<file path="src/rtl/unload.sv">
// Result unload stage: captures the multiplier product on done, holds it for the
// consumer until ack, and flags any done that arrives while a result is pending.
module unload #(
  parameter int DW   = 16,
  parameter int DW_2 = 2 * DW
) (
  input  logic            clk,
  input  logic            rst,
  input  logic            done,
  input  logic [DW_2-1:0] product,
  input  logic            ack,
  input  logic            clr_ovr,
  output logic [DW_2-1:0] result,
  output logic            valid,
  output logic            ready,
  output logic            overrun,
  output logic [7:0]      res_cnt
);

  typedef enum logic {
    IDLE = 1'b0,
    HOLD = 1'b1
  } state_t;

  state_t          state_q, state_d;
  logic [DW_2-1:0] result_q, result_d;
  logic            overrun_q, overrun_d;
  logic [7:0]      res_cnt_q, res_cnt_d;

  always_comb begin
    state_d   = state_q;
    result_d  = result_q;
    res_cnt_d = res_cnt_q;
    overrun_d = overrun_q;

    case (state_q)
      IDLE: begin
        if (done) begin
          result_d = product;
          state_d  = HOLD;
        end
      end
      HOLD: begin
        if (ack) begin
          state_d   = IDLE;
          res_cnt_d = res_cnt_q + 8'd1;
        end
      end
      default: state_d = IDLE;
    endcase

    // A done that finds the slot occupied is dropped; setting beats clearing.
    if (state_q == HOLD && done) begin
      overrun_d = 1'b1;
    end else if (clr_ovr) begin
      overrun_d = 1'b0;
    end
  end

  always_ff @(posedge clk) begin
    if (rst) begin
      state_q   <= IDLE;
      result_q  <= '0;
      overrun_q <= 1'b0;
      res_cnt_q <= 8'd0;
    end else begin
      state_q   <= state_d;
      result_q  <= result_d;
      overrun_q <= overrun_d;
      res_cnt_q <= res_cnt_d;
    end
  end

  assign valid   = (state_q == HOLD);
  assign ready   = (state_q == IDLE);
  assign result  = result_q;
  assign overrun = overrun_q;
  assign res_cnt = res_cnt_q;

endmodule
</file>
<file path="config.mk">
export PLATFORM = sky130hd
export DESIGN_NAME = unload
export DESIGN_NICKNAME = d
export VERILOG_FILES = /design/src/rtl/unload.sv
export SDC_FILE = /design/constraint.sdc
export NUM_CORES = 1
export LEC_CHECK = 0
export ABC_AREA = 1
export ABC_CLOCK_PERIOD_IN_PS = 2000
export CORE_MARGIN = 2
export CORE_UTILIZATION = 42
export DETAILED_ROUTE_END_ITERATION = 6
export GPL_TIMING_DRIVEN = 0
export PLACE_DENSITY = 0.83
export SKIP_CTS_REPAIR_TIMING = 1
export SLEW_MARGIN = 25
export SYNTH_ARGS = -nofsm -noshare
export SYNTH_HDL_FRONTEND = slang
export SYNTH_SLANG_ARGS = --single-unit
</file>
<file path="constraint.sdc">
create_clock -name clk -period 2 [get_ports clk]
set_input_delay 0.2 -clock clk [delete_from_list [all_inputs] [get_ports clk]]
set_output_delay 0.2 -clock clk [all_outputs]
set_load 0.1 [all_outputs]
</file>
# Word level (Yosys, flattened, before mapping)
# Cells that the tools add are included.
# word_totals
reg_bits,42
input_bits,37
out_inout_bits,43
word_cells,15
# op_classes
addsub,1
n_mux,5
bitwise_logic,1
n_reduce_logical,4
# op_table
operator,count
8-bit by 1-bit adder with 8-bit output (second input constant),1
1-bit 2-to-1 mux,4
2-bit AND reduction,2
1-bit one-hot mux with 2 select lines,1
2-bit nonzero test,1
1-bit logical AND,1
1-bit inverter,1

# Depth between registers and ports, before layout
# Gate-level depths: netlist (run 1).
# depth
ltp_word,2
ltp_mapped,7
depth_no_buf,7

# Least setup slack after synthesis (run 1)
# OpenSTA, ideal clock, no wires.
# synth_timing
path_type,reg2reg
start,"register state_q, in the netlist valid"
end,"register state_q, in the netlist valid"
setup_ns,0.087
t_arrival_ns,2.091
t_required_ns,1.913
slack_ns,-0.178
stages_incl_launch_ff,3
n_path_buf,0
cell_sequence,dfxtp_1 > inv_1 > a211oi_1
# synth_between
elab_chain_cells,2
# synth_rtl
item,line,rtl
from (decl),25,"state_t state_q, state_d;"
from (signal assigned),67,state_q <= state_d;
1-bit inverter (no source line),n/a,
via ready,15,"output logic ready,"
1-bit one-hot mux with 2 select lines,36,case (state_q)
# The timed path passes the listed nets, and every way through them passes these cells.
# A chain may end at the register's enable or synchronous reset.

# Worst setup path after layout (run 1)
# layout_timing
start,"register result_q[10], in the netlist result[10]"
end,output port result[10]
# layout_rtl
item,line,rtl
from (decl),26,"logic [DW_2-1:0] result_q, result_d;"
from (signal assigned),68,result_q <= result_d;
to (decl),13,"output logic [DW_2-1:0] result,"
# No word-level cell between the ends.

==> flow_metrics.py, run 1 <==
metrics = {
    "clock_network": {
        "cts_tree": "yes",
        "clk-insertion-delay-late_ns": 0.30,
        "cts_sinks": 42,
        "path_clk_slew_ns": 0.08,
        "clockBufferDepth": 2,
        "cts_made_buffers": 5,
        "cts_root_buf": "clkbuf_8",
        "cts_max_level": 2,
    },
    "synthesis": {
        "syn_nets": 248,
        "post-synth-top-area-cell": "dfxtp_1",
        "yosysWarningCount": 0,
        "synth_edf_count": 0,
        "yosysMostFrequentCell": "nor2_1",
        "async_reset_ff_share_pct": 0,
        "syn_inst": 210,
        "yosysTopAreaCellShare_pct": 52.7,
        "synthTopCellsByArea": "dfxtp_1, nor2_1, o21ai_0",
        "synth_seq_cells": 42,
        "synthTopCellsByCount": "nor2_1, dfxtp_1, o21ai_0, nand2_1, inv_1",
        "synth_area_um2": 1600,
        "syn_avg_cell_area_um2": 7.60,
        "synth_top_flop_cell": "dfxtp_1",
        "synth_cell_types": 21,
        "synth_seq_area_share_pct": 52.7,
    },
    "floorplanning": {
        "fp.dieH_um": 65.7,
        "row_count": 22,
        "die_w_um": 65.7,
        "num_io_pins": 80,
        "dieArea_um2": 4310,
        "core_area_um2": 3660,
        "start_util_pct": 43.6,
    },
    "final_layout": {
        "n_antenna_cell": 0,
        "seqCellArea_um2": 842,
        "post_route_cells_drive_above_1_share_pct": 8.08,
        "num-nets-final": 334,
        "area_delta_synth_final_pct": 66.4,
        "multiInputGateArea_um2": 627,
        "fillers": 297,
    },
    "timing": {
        "worstMarginPinSlew_ns": 1.02,
        "slew_viol_final": 0,
        "fin_setup_tns_ns": 0,
        "rsz0062_at_grt": "no",
        "period_needed_ns": 1.98,
        "fmax_mhz": 504,
        "setup_viol": 0,
        "fin_skew_ns": 0.00936,
        "hold_violations": 0,
        "maxSlewHeadroom_pct": 31.9,
        "post-route-period-util_pct": 99.1,
    },
    "run": {
        "cap_violations": 0,
    },
    "grt": {
        "grt_max_degree": 14,
        "grt_usage_pct": 19.7,
        "grt_pass1_vias": 1524,
        "antenna_found_initial": 0,
        "overflow": 0,
        "grt_pass1_wl_mm": 6.58,
    },
    "critical_path": {
        "crit_path_max_incr_delay_ns": 1.14,
        "start_kind": "register",
        "crit_family": "buffers and inverters",
        "cp.arrival_ns": 1.78,
        "rr_startpoint": "valid$_SDFF_PP0_",
        "cp-end-kind": "output pin",
        "cp_num_buf_inv": 1,
        "cp_max_fo": 2,
        "critical_path_class": "reg -> out",
        "cp_cell_sequence": "clkdlybuf4s50_1",
        "required_ns": 1.80,
        "setup.worst_path.start": "result[10]$_SDFFE_PP0P_",
        "cp_slowest_cell": "clkdlybuf4s50_1",
    },
    "route": {
        "drt-vias-per-instance": 4.63,
        "initialDrtViolationCount": 89,
        "wirelength_mm": 4.00,
        "drc": 0,
        "wl_per_cell_um": 11.6,
        "ant_nets": 0,
        "vias": 1596,
        "dr.pass1.iters": 4,
    },
    "min_path": {
        "hold_class": "in -> reg",
        "hold_start": "product[16]",
    },
    "power": {
        "p_per_area_nw_per_um2": 943,
        "leakage_nw": 1.50,
        "power_mw": 2.51,
        "ir_drop_uv": 745,
    },
    "placed_design": {
        "routabilityCongestion": 0.757,
        "portBuffers": 79,
        "dp_hpwl_mm": 2.78,
    },
    "outcome": {
        "run_status": "complete, no violations",
    },
}
-- layout make-up --
class	count	share of cell area, %
inverters	16	2.26
clock buffers	6	3.11
repair buffers	79	32.2
flip-flops and latches	42	31.7
multi-input cells	142	23.6
clock inverters	2	2.26
well taps	48	2.26
plain buffers	10	2.59
-- power breakdown --
part           internal, mW  switching (mW)  leakage (nW)
logic                 0.203           0.555          1.08
registers             0.895          0.0301         0.347
clock network         0.532           0.290        0.0714
total                  1.63           0.875          1.50
-- through the flow --
step / std cells / setup WS [ns] / hold slack (ns) / utilization [%] / cell area, µm²
2_1_floorplan: 210 / 0.228 / 0.269 / - / 1600
3_3_place_gp: 337 / 0.251 / 0.448 / 66.9 / 2450
3_5_place_dp: 337 / 0.234 / 0.455 / 66.9 / 2450
4_1_cts: 345 / -0.109 / 0.465 / 70.8 / 2590
5_1_grt: 345 / 0.000614 / 0.492 / 72.6 / 2660
6_report: 345 / 0.0170 / 0.481 / 72.6 / 2660
-- per-layer routing --
| layer | vias to the layer above | part of all wire, % | global-route usage (%) |
|---|---|---|---|
| li1 | 830 | - | - |
| met1 | 704 | 44 | 23.3 |
| met2 | 52 | 47 | 33.6 |
| met3 | 10 | 6.6 | 4.79 |
| met4 | 0 | 2.3 | 8.59 |
| met5 | - | 0 | 0 |
-- path summary, 6_finish.rpt --
kind	to	cells after the start	slack, ns
worst max-delay path	result[10]	1	0.02
worst min-delay path	result[16]$_SDFFE_PP0P_	3	0.48
worst max register to register	result[29]$_SDFFE_PP0P_	5	0.87
worst min register to register	overrun$_SDFFE_PP0P_	2	0.48
-- placed cells by master, fill, tap and decap left out, drive strengths merged --
master,Yosys,routed
inv,16,16
ha,1,1
buf,7,7
bufinv,0,2
clkdlybuf4s50,0,53
nand3,6,6
a21oi,5,5
o21ai,33,33
a211oi,1,1
o21a,1,1
dlymetal6s2s,0,26
nand2,17,17
nor2,77,77
clkbuf,3,9
dfxtp,42,42
nand4,1,1
-- state kept, by name (all words and copies together) (netlist names) --
register  count
overrun       1
res_cnt       8
result       32
valid         1
-- logic make-up after synthesis --
kind of cell    share of synthesized area, %
simple gates                            25.6
flops                                   52.7
fa+ha+maj                              0.784
buf+inv                                 8.07
compound gates                          12.9
Power figures use the tool's default switching activity.
==> inputs of run 2 (changes only) <==
--- a/config.mk
+++ b/config.mk
@@ -6,7 +6,8 @@
 export NUM_CORES = 1
 export LEC_CHECK = 0
 export ABC_AREA = 1
-export ABC_CLOCK_PERIOD_IN_PS = 2000
+export ABC_CLOCK_PERIOD_IN_PS = 2500
+export CAP_MARGIN = 20
 export CORE_MARGIN = 2
 export CORE_UTILIZATION = 42
 export DETAILED_ROUTE_END_ITERATION = 6
==> constraint.sdc (replaced) <==
create_clock -name clk -period 2.5 [get_ports clk]
set_input_delay 0.25 -clock clk [delete_from_list [all_inputs] [get_ports clk]]
set_output_delay 0.25 -clock clk [all_outputs]
set_load 0.1 [all_outputs]
==> flow_metrics.py, run 2 (same netlist as run 1, synthesis figures left out) <==
metrics = {
    "outcome": {
        "run_status": "complete, no violations",
    },
    "route": {
        "drt-vias-per-instance": 4.62,
        "wirelength_mm": 3.85,
        "vias": 1595,
        "drc": 0,
        "dr.pass1.iters": 5,
        "ant_nets": 0,
        "wl_per_cell_um": 11.2,
        "initialDrtViolationCount": 86,
    },
    "timing": {
        "fin_setup_tns_ns": 0,
        "post-route-period-util_pct": 87.2,
        "worstMarginPinSlew_ns": 0.994,
        "setup_viol": 0,
        "period_needed_ns": 2.18,
        "fin_skew_ns": 0.00411,
        "rsz0062_at_grt": "no",
        "hold_violations": 0,
        "slew_viol_final": 0,
        "fmax_mhz": 459,
        "maxSlewHeadroom_pct": 33.5,
    },
    "placed_design": {
        "dp_hpwl_mm": 2.78,
        "routabilityCongestion": 0.756,
        "portBuffers": 79,
    },
    "floorplanning": {
        "core_area_um2": 3660,
        "num_io_pins": 80,
        "start_util_pct": 43.6,
        "fp.dieH_um": 65.7,
        "row_count": 22,
        "die_w_um": 65.7,
        "dieArea_um2": 4310,
    },
    "power": {
        "p_per_area_nw_per_um2": 707,
        "ir_drop_uv": 466,
        "leakage_nw": 1.07,
    },
    "clock_network": {
        "cts_tree": "yes",
        "cts_root_buf": "clkbuf_8",
        "cts_max_level": 2,
        "cts_made_buffers": 5,
        "cts_sinks": 42,
        "clockBufferDepth": 2,
        "clk-insertion-delay-late_ns": 0.29,
        "path_clk_slew_ns": 0.08,
    },
    "final_layout": {
        "area_delta_synth_final_pct": 59.0,
        "largest_register_ff_count": 32,
        "n_antenna_cell": 0,
        "post_route_cells_drive_above_1_share_pct": 7.41,
        "num-nets-final": 334,
        "final_common_cell": "clkdlybuf4s50_1",
        "final_core_utilization_pct": 69.3,
        "fillers": 315,
        "final_cell_mix": "clkdlybuf4s50_1, nor2_1, dfxtp_1",
    },
    "grt": {
        "top_usage_layer": "met2",
        "grt_pass1_vias": 1502,
        "met2_usage_pct": 30.8,
        "use_met1_pct": 23.9,
        "grt_pass1_wl_mm": 6.47,
        "overflow": 0,
        "grt_usage_pct": 19.6,
        "antenna_found_initial": 0,
        "grt_max_degree": 13,
        "grt_use_met3_pct": 8.90,
    },
    "critical_path": {
        "cp_slowest_cell": "clkdlybuf4s50_1",
        "required_ns": 2.25,
        "cp_max_fo": 6,
        "r2r_cells": 5,
        "crit_family": "buffers and inverters",
        "cp-end-kind": "output pin",
        "critical_path_class": "reg -> out",
        "crit_path_max_incr_delay_ns": 1.18,
        "cp_cell_sequence": "clkdlybuf4s50_1",
        "cp_num_buf_inv": 1,
        "start_kind": "register",
        "cp.arrival_ns": 1.93,
        "worst-path-stages": 1,
        "r2r_slack_ns": 1.35,
    },
    "min_path": {
        "hold_depth": 2,
        "hold_class": "reg -> reg",
    },
    "run": {
        "cap_violations": 0,
    },
}
## run 2: cell count changes in the layout (fill, tap and decap cells not counted), sizes merged
| cell | delta |
|---|---|
| bufinv | -2 |
| clkbuf | +1 |
| clkdlybuf4s50 | +26 |
| clkinv | +1 |
| dlymetal6s2s | -26 |
## run 2: power by group
group	switching (mW)	internal [mW]
clock	0.223	0.223
sequential	0.0252	0.716
combinational	0.443	0.164
total	0.691	1.10
## run 2: tightest hold or removal path, cell delays in order (launching register included)
cell and delay [ns]:
dfxtp_1 0.31, nand2_1 0.06, a21oi_1 0.05
## run 2: per-stage QoR
step / total power [mW] / worst slack (ns) / area [µm²] / instances / hold slack [ns]
after floorplan: 1.19 / 0.322 / 1600 / 210 / 0.319
after CTS: 1.81 / 0.308 / 2540 / 345 / 0.464
after global placement: 1.36 / 0.652 / 2450 / 337 / 0.448
after global routing: 1.87 / 0.247 / 2540 / 345 / 0.507
final: 1.79 / 0.321 / 2540 / 345 / 0.467
after detailed placement: 1.36 / 0.644 / 2450 / 337 / 0.453
## run 2: area by class of cell
| cell class | instances | area [µm²] | area share (%) |
|---|---|---|---|
| Buffer | 10 | 68.8 | 2.71 |
| Timing Repair Buffer | 79 | 791 | 31.1 |
| Inverter | 16 | 60.1 | 2.37 |
| Multi-Input combinational cell | 142 | 627 | 24.7 |
| Clock inverter | 1 | 5.00 | 0.197 |
| Sequential cell | 42 | 841 | 33.1 |
| Tap cell | 48 | 60.1 | 2.37 |
| Clock buffer | 7 | 86.3 | 3.40 |
## run 2: path summary, 6_finish.rpt
path                                           start                       to
worst max-delay path                valid$_SDFF_PP0_                    valid
worst min register to register  overrun$_SDFFE_PP0P_     overrun$_SDFFE_PP0P_
worst min-delay path            overrun$_SDFFE_PP0P_     overrun$_SDFFE_PP0P_
worst max register to register      valid$_SDFF_PP0_  result[24]$_SDFFE_PP0P_
## run 2: metal layers
layer | part of all wire (%) | wire (µm) | up-vias
met5 | 0 | 0 | -
met4 | 0.47 | 18 | 0
met3 | 7.6 | 292 | 2
met2 | 45 | 1720 | 53
met1 | 47 | 1810 | 708
li1 | - | - | 832
==> inputs of run 3 (changes only) <==
--- a/config.mk
+++ b/config.mk
@@ -12,7 +12,7 @@
 export CORE_UTILIZATION = 42
 export DETAILED_ROUTE_END_ITERATION = 6
 export GPL_TIMING_DRIVEN = 0
-export PLACE_DENSITY = 0.83
+export PLACE_DENSITY = 0.82
 export SKIP_CTS_REPAIR_TIMING = 1
 export SLEW_MARGIN = 25
 export SYNTH_ARGS = -nofsm -noshare
==> flow_metrics.py, run 3 (same netlist as run 1, synthesis figures left out) <==
metrics = {
    "route": {
        "wirelength_mm": 3.94,
        "ant_nets": 0,
        "dr.pass1.iters": 4,
        "drc": 0,
        "vias": 1592,
        "drt-vias-per-instance": 4.61,
        "wl_per_cell_um": 11.4,
        "initialDrtViolationCount": 90,
    },
    "final_layout": {
        "largest_register_ff_count": 32,
        "n_antenna_cell": 0,
        "final_common_cell": "clkdlybuf4s50_1",
        "final_core_utilization_pct": 69.4,
        "final_cell_mix": "clkdlybuf4s50_1, nor2_1, dfxtp_1",
        "post_route_cells_drive_above_1_share_pct": 7.74,
        "num-nets-final": 334,
        "design_area_um2": 2540,
        "fillers": 335,
        "area_delta_synth_final_pct": 59.2,
        "fin_cells": 345,
    },
    "placed_design": {
        "dp_cells": 337,
        "dp_hpwl_mm": 2.91,
        "dp_slack_ns": 0.610,
        "portBuffers": 79,
        "placed_area_um2": 2450,
        "routabilityCongestion": 0.753,
    },
    "critical_path": {
        "cp-end-kind": "output pin",
        "cp_num_buf_inv": 1,
        "cp.arrival_ns": 1.95,
        "start_kind": "register",
        "critical_path_class": "reg -> out",
        "crit_family": "buffers and inverters",
        "crit_path_max_incr_delay_ns": 1.19,
        "cp_max_fo": 6,
        "rr_startpoint": "valid$_SDFF_PP0_",
        "setup.worst_path.start": "valid$_SDFF_PP0_",
        "cp_cell_sequence": "clkdlybuf4s50_1",
        "cp_slowest_cell": "clkdlybuf4s50_1",
        "required_ns": 2.25,
    },
    "floorplanning": {
        "core_area_um2": 3660,
        "fp.dieH_um": 65.7,
        "dieArea_um2": 4310,
        "start_util_pct": 43.6,
        "die_w_um": 65.7,
        "num_io_pins": 80,
        "row_count": 22,
    },
    "timing": {
        "fin_setup_tns_ns": 0,
        "setup_viol": 0,
        "period_needed_ns": 2.20,
        "fin_skew_ns": 0.00606,
        "whs_ns": 0.462,
        "post-route-period-util_pct": 87.9,
        "maxSlewHeadroom_pct": 33.3,
        "fmax_mhz": 455,
        "rsz0062_at_grt": "no",
        "setup_ws_ns": 0.302,
        "worstMarginPinSlew_ns": 0.997,
        "slew_viol_final": 0,
        "hold_violations": 0,
    },
    "clock_network": {
        "path_clk_slew_ns": 0.08,
        "cts_max_level": 2,
        "cts_sinks": 42,
        "cts_root_buf": "clkbuf_8",
        "cts_tree": "yes",
        "clk-insertion-delay-late_ns": 0.29,
        "cts_made_buffers": 5,
        "clockBufferDepth": 2,
    },
    "grt": {
        "grt_pass1_wl_mm": 6.80,
        "grt_usage_pct": 20.3,
        "grt_pass1_vias": 1518,
        "overflow": 0,
        "grt_max_degree": 14,
        "antenna_found_initial": 0,
    },
    "power": {
        "ir_drop_uv": 473,
        "leakage_nw": 1.07,
        "internal-power_mw": 1.10,
        "switching_share_pct": 38.7,
        "p_per_area_nw_per_um2": 708,
        "clkPwrFrac_pct": 25.0,
        "p_comb_share_pct": 33.8,
        "power_mw": 1.80,
        "power_switching_mw": 0.697,
        "seqPwrFrac_pct": 41.2,
    },
    "run": {
        "cap_violations": 0,
    },
    "min_path": {
        "hold_start": "overrun$_SDFFE_PP0P_",
        "hold_class": "reg -> reg",
    },
    "outcome": {
        "run_status": "complete, no violations",
    },
}
[run 3: cell count changes in the layout (fill, tap and decap cells not counted), sizes merged]
cell and change:
clkbuf -1, clkinvlp +1
[run 3: worst register-to-register path, cell delays in order (launching register included)]
cell     delay [ns]
dfxtp_1        0.38
nor2_2         0.25
inv_2          0.11
buf_6          0.16
nor2_1         0.10
nor2_1         0.06
[run 3: path summary, 6_finish.rpt]
kind	end	slack, ns	cells after the start
hold reg to reg	overrun$_SDFFE_PP0P_	0.46	2
setup reg to reg	result[25]$_SDFFE_PP0P_	1.34	5
setup / recovery	valid	0.30	1
hold / removal	overrun$_SDFFE_PP0P_	0.46	2
[run 3: cell type report]
| type | count | area, µm² | area share (%) |
|---|---|---|---|
| tap | 48 | 60.1 | 2.36 |
| clock inverter | 2 | 12.5 | 0.492 |
| timing repair buffer | 79 | 791 | 31.1 |
| buffer | 10 | 68.8 | 2.71 |
| multi-input combinational | 142 | 627 | 24.7 |
| sequential | 42 | 841 | 33.1 |
| clock buffer | 6 | 82.6 | 3.25 |
| inverter | 16 | 60.1 | 2.36 |
[run 3: layer usage]
layer  wire length, µm  vias up  GRT usage, %
met3               313        4          7.19
met2              1840       56          33.0
met4                25        0          5.73
met5                 0        -             0
li1                  -      830             -
met1              1760      702          25.3
[run 3: power groups by stage]
stage	Sequential, mW	Combinational, mW	Clock (mW)
floorplan	1.09	0.0977	0
global placement	0.754	0.605	0
detailed placement	0.756	0.609	0
CTS	0.741	0.611	0.464
global route	0.746	0.638	0.497
finish	0.741	0.608	0.450
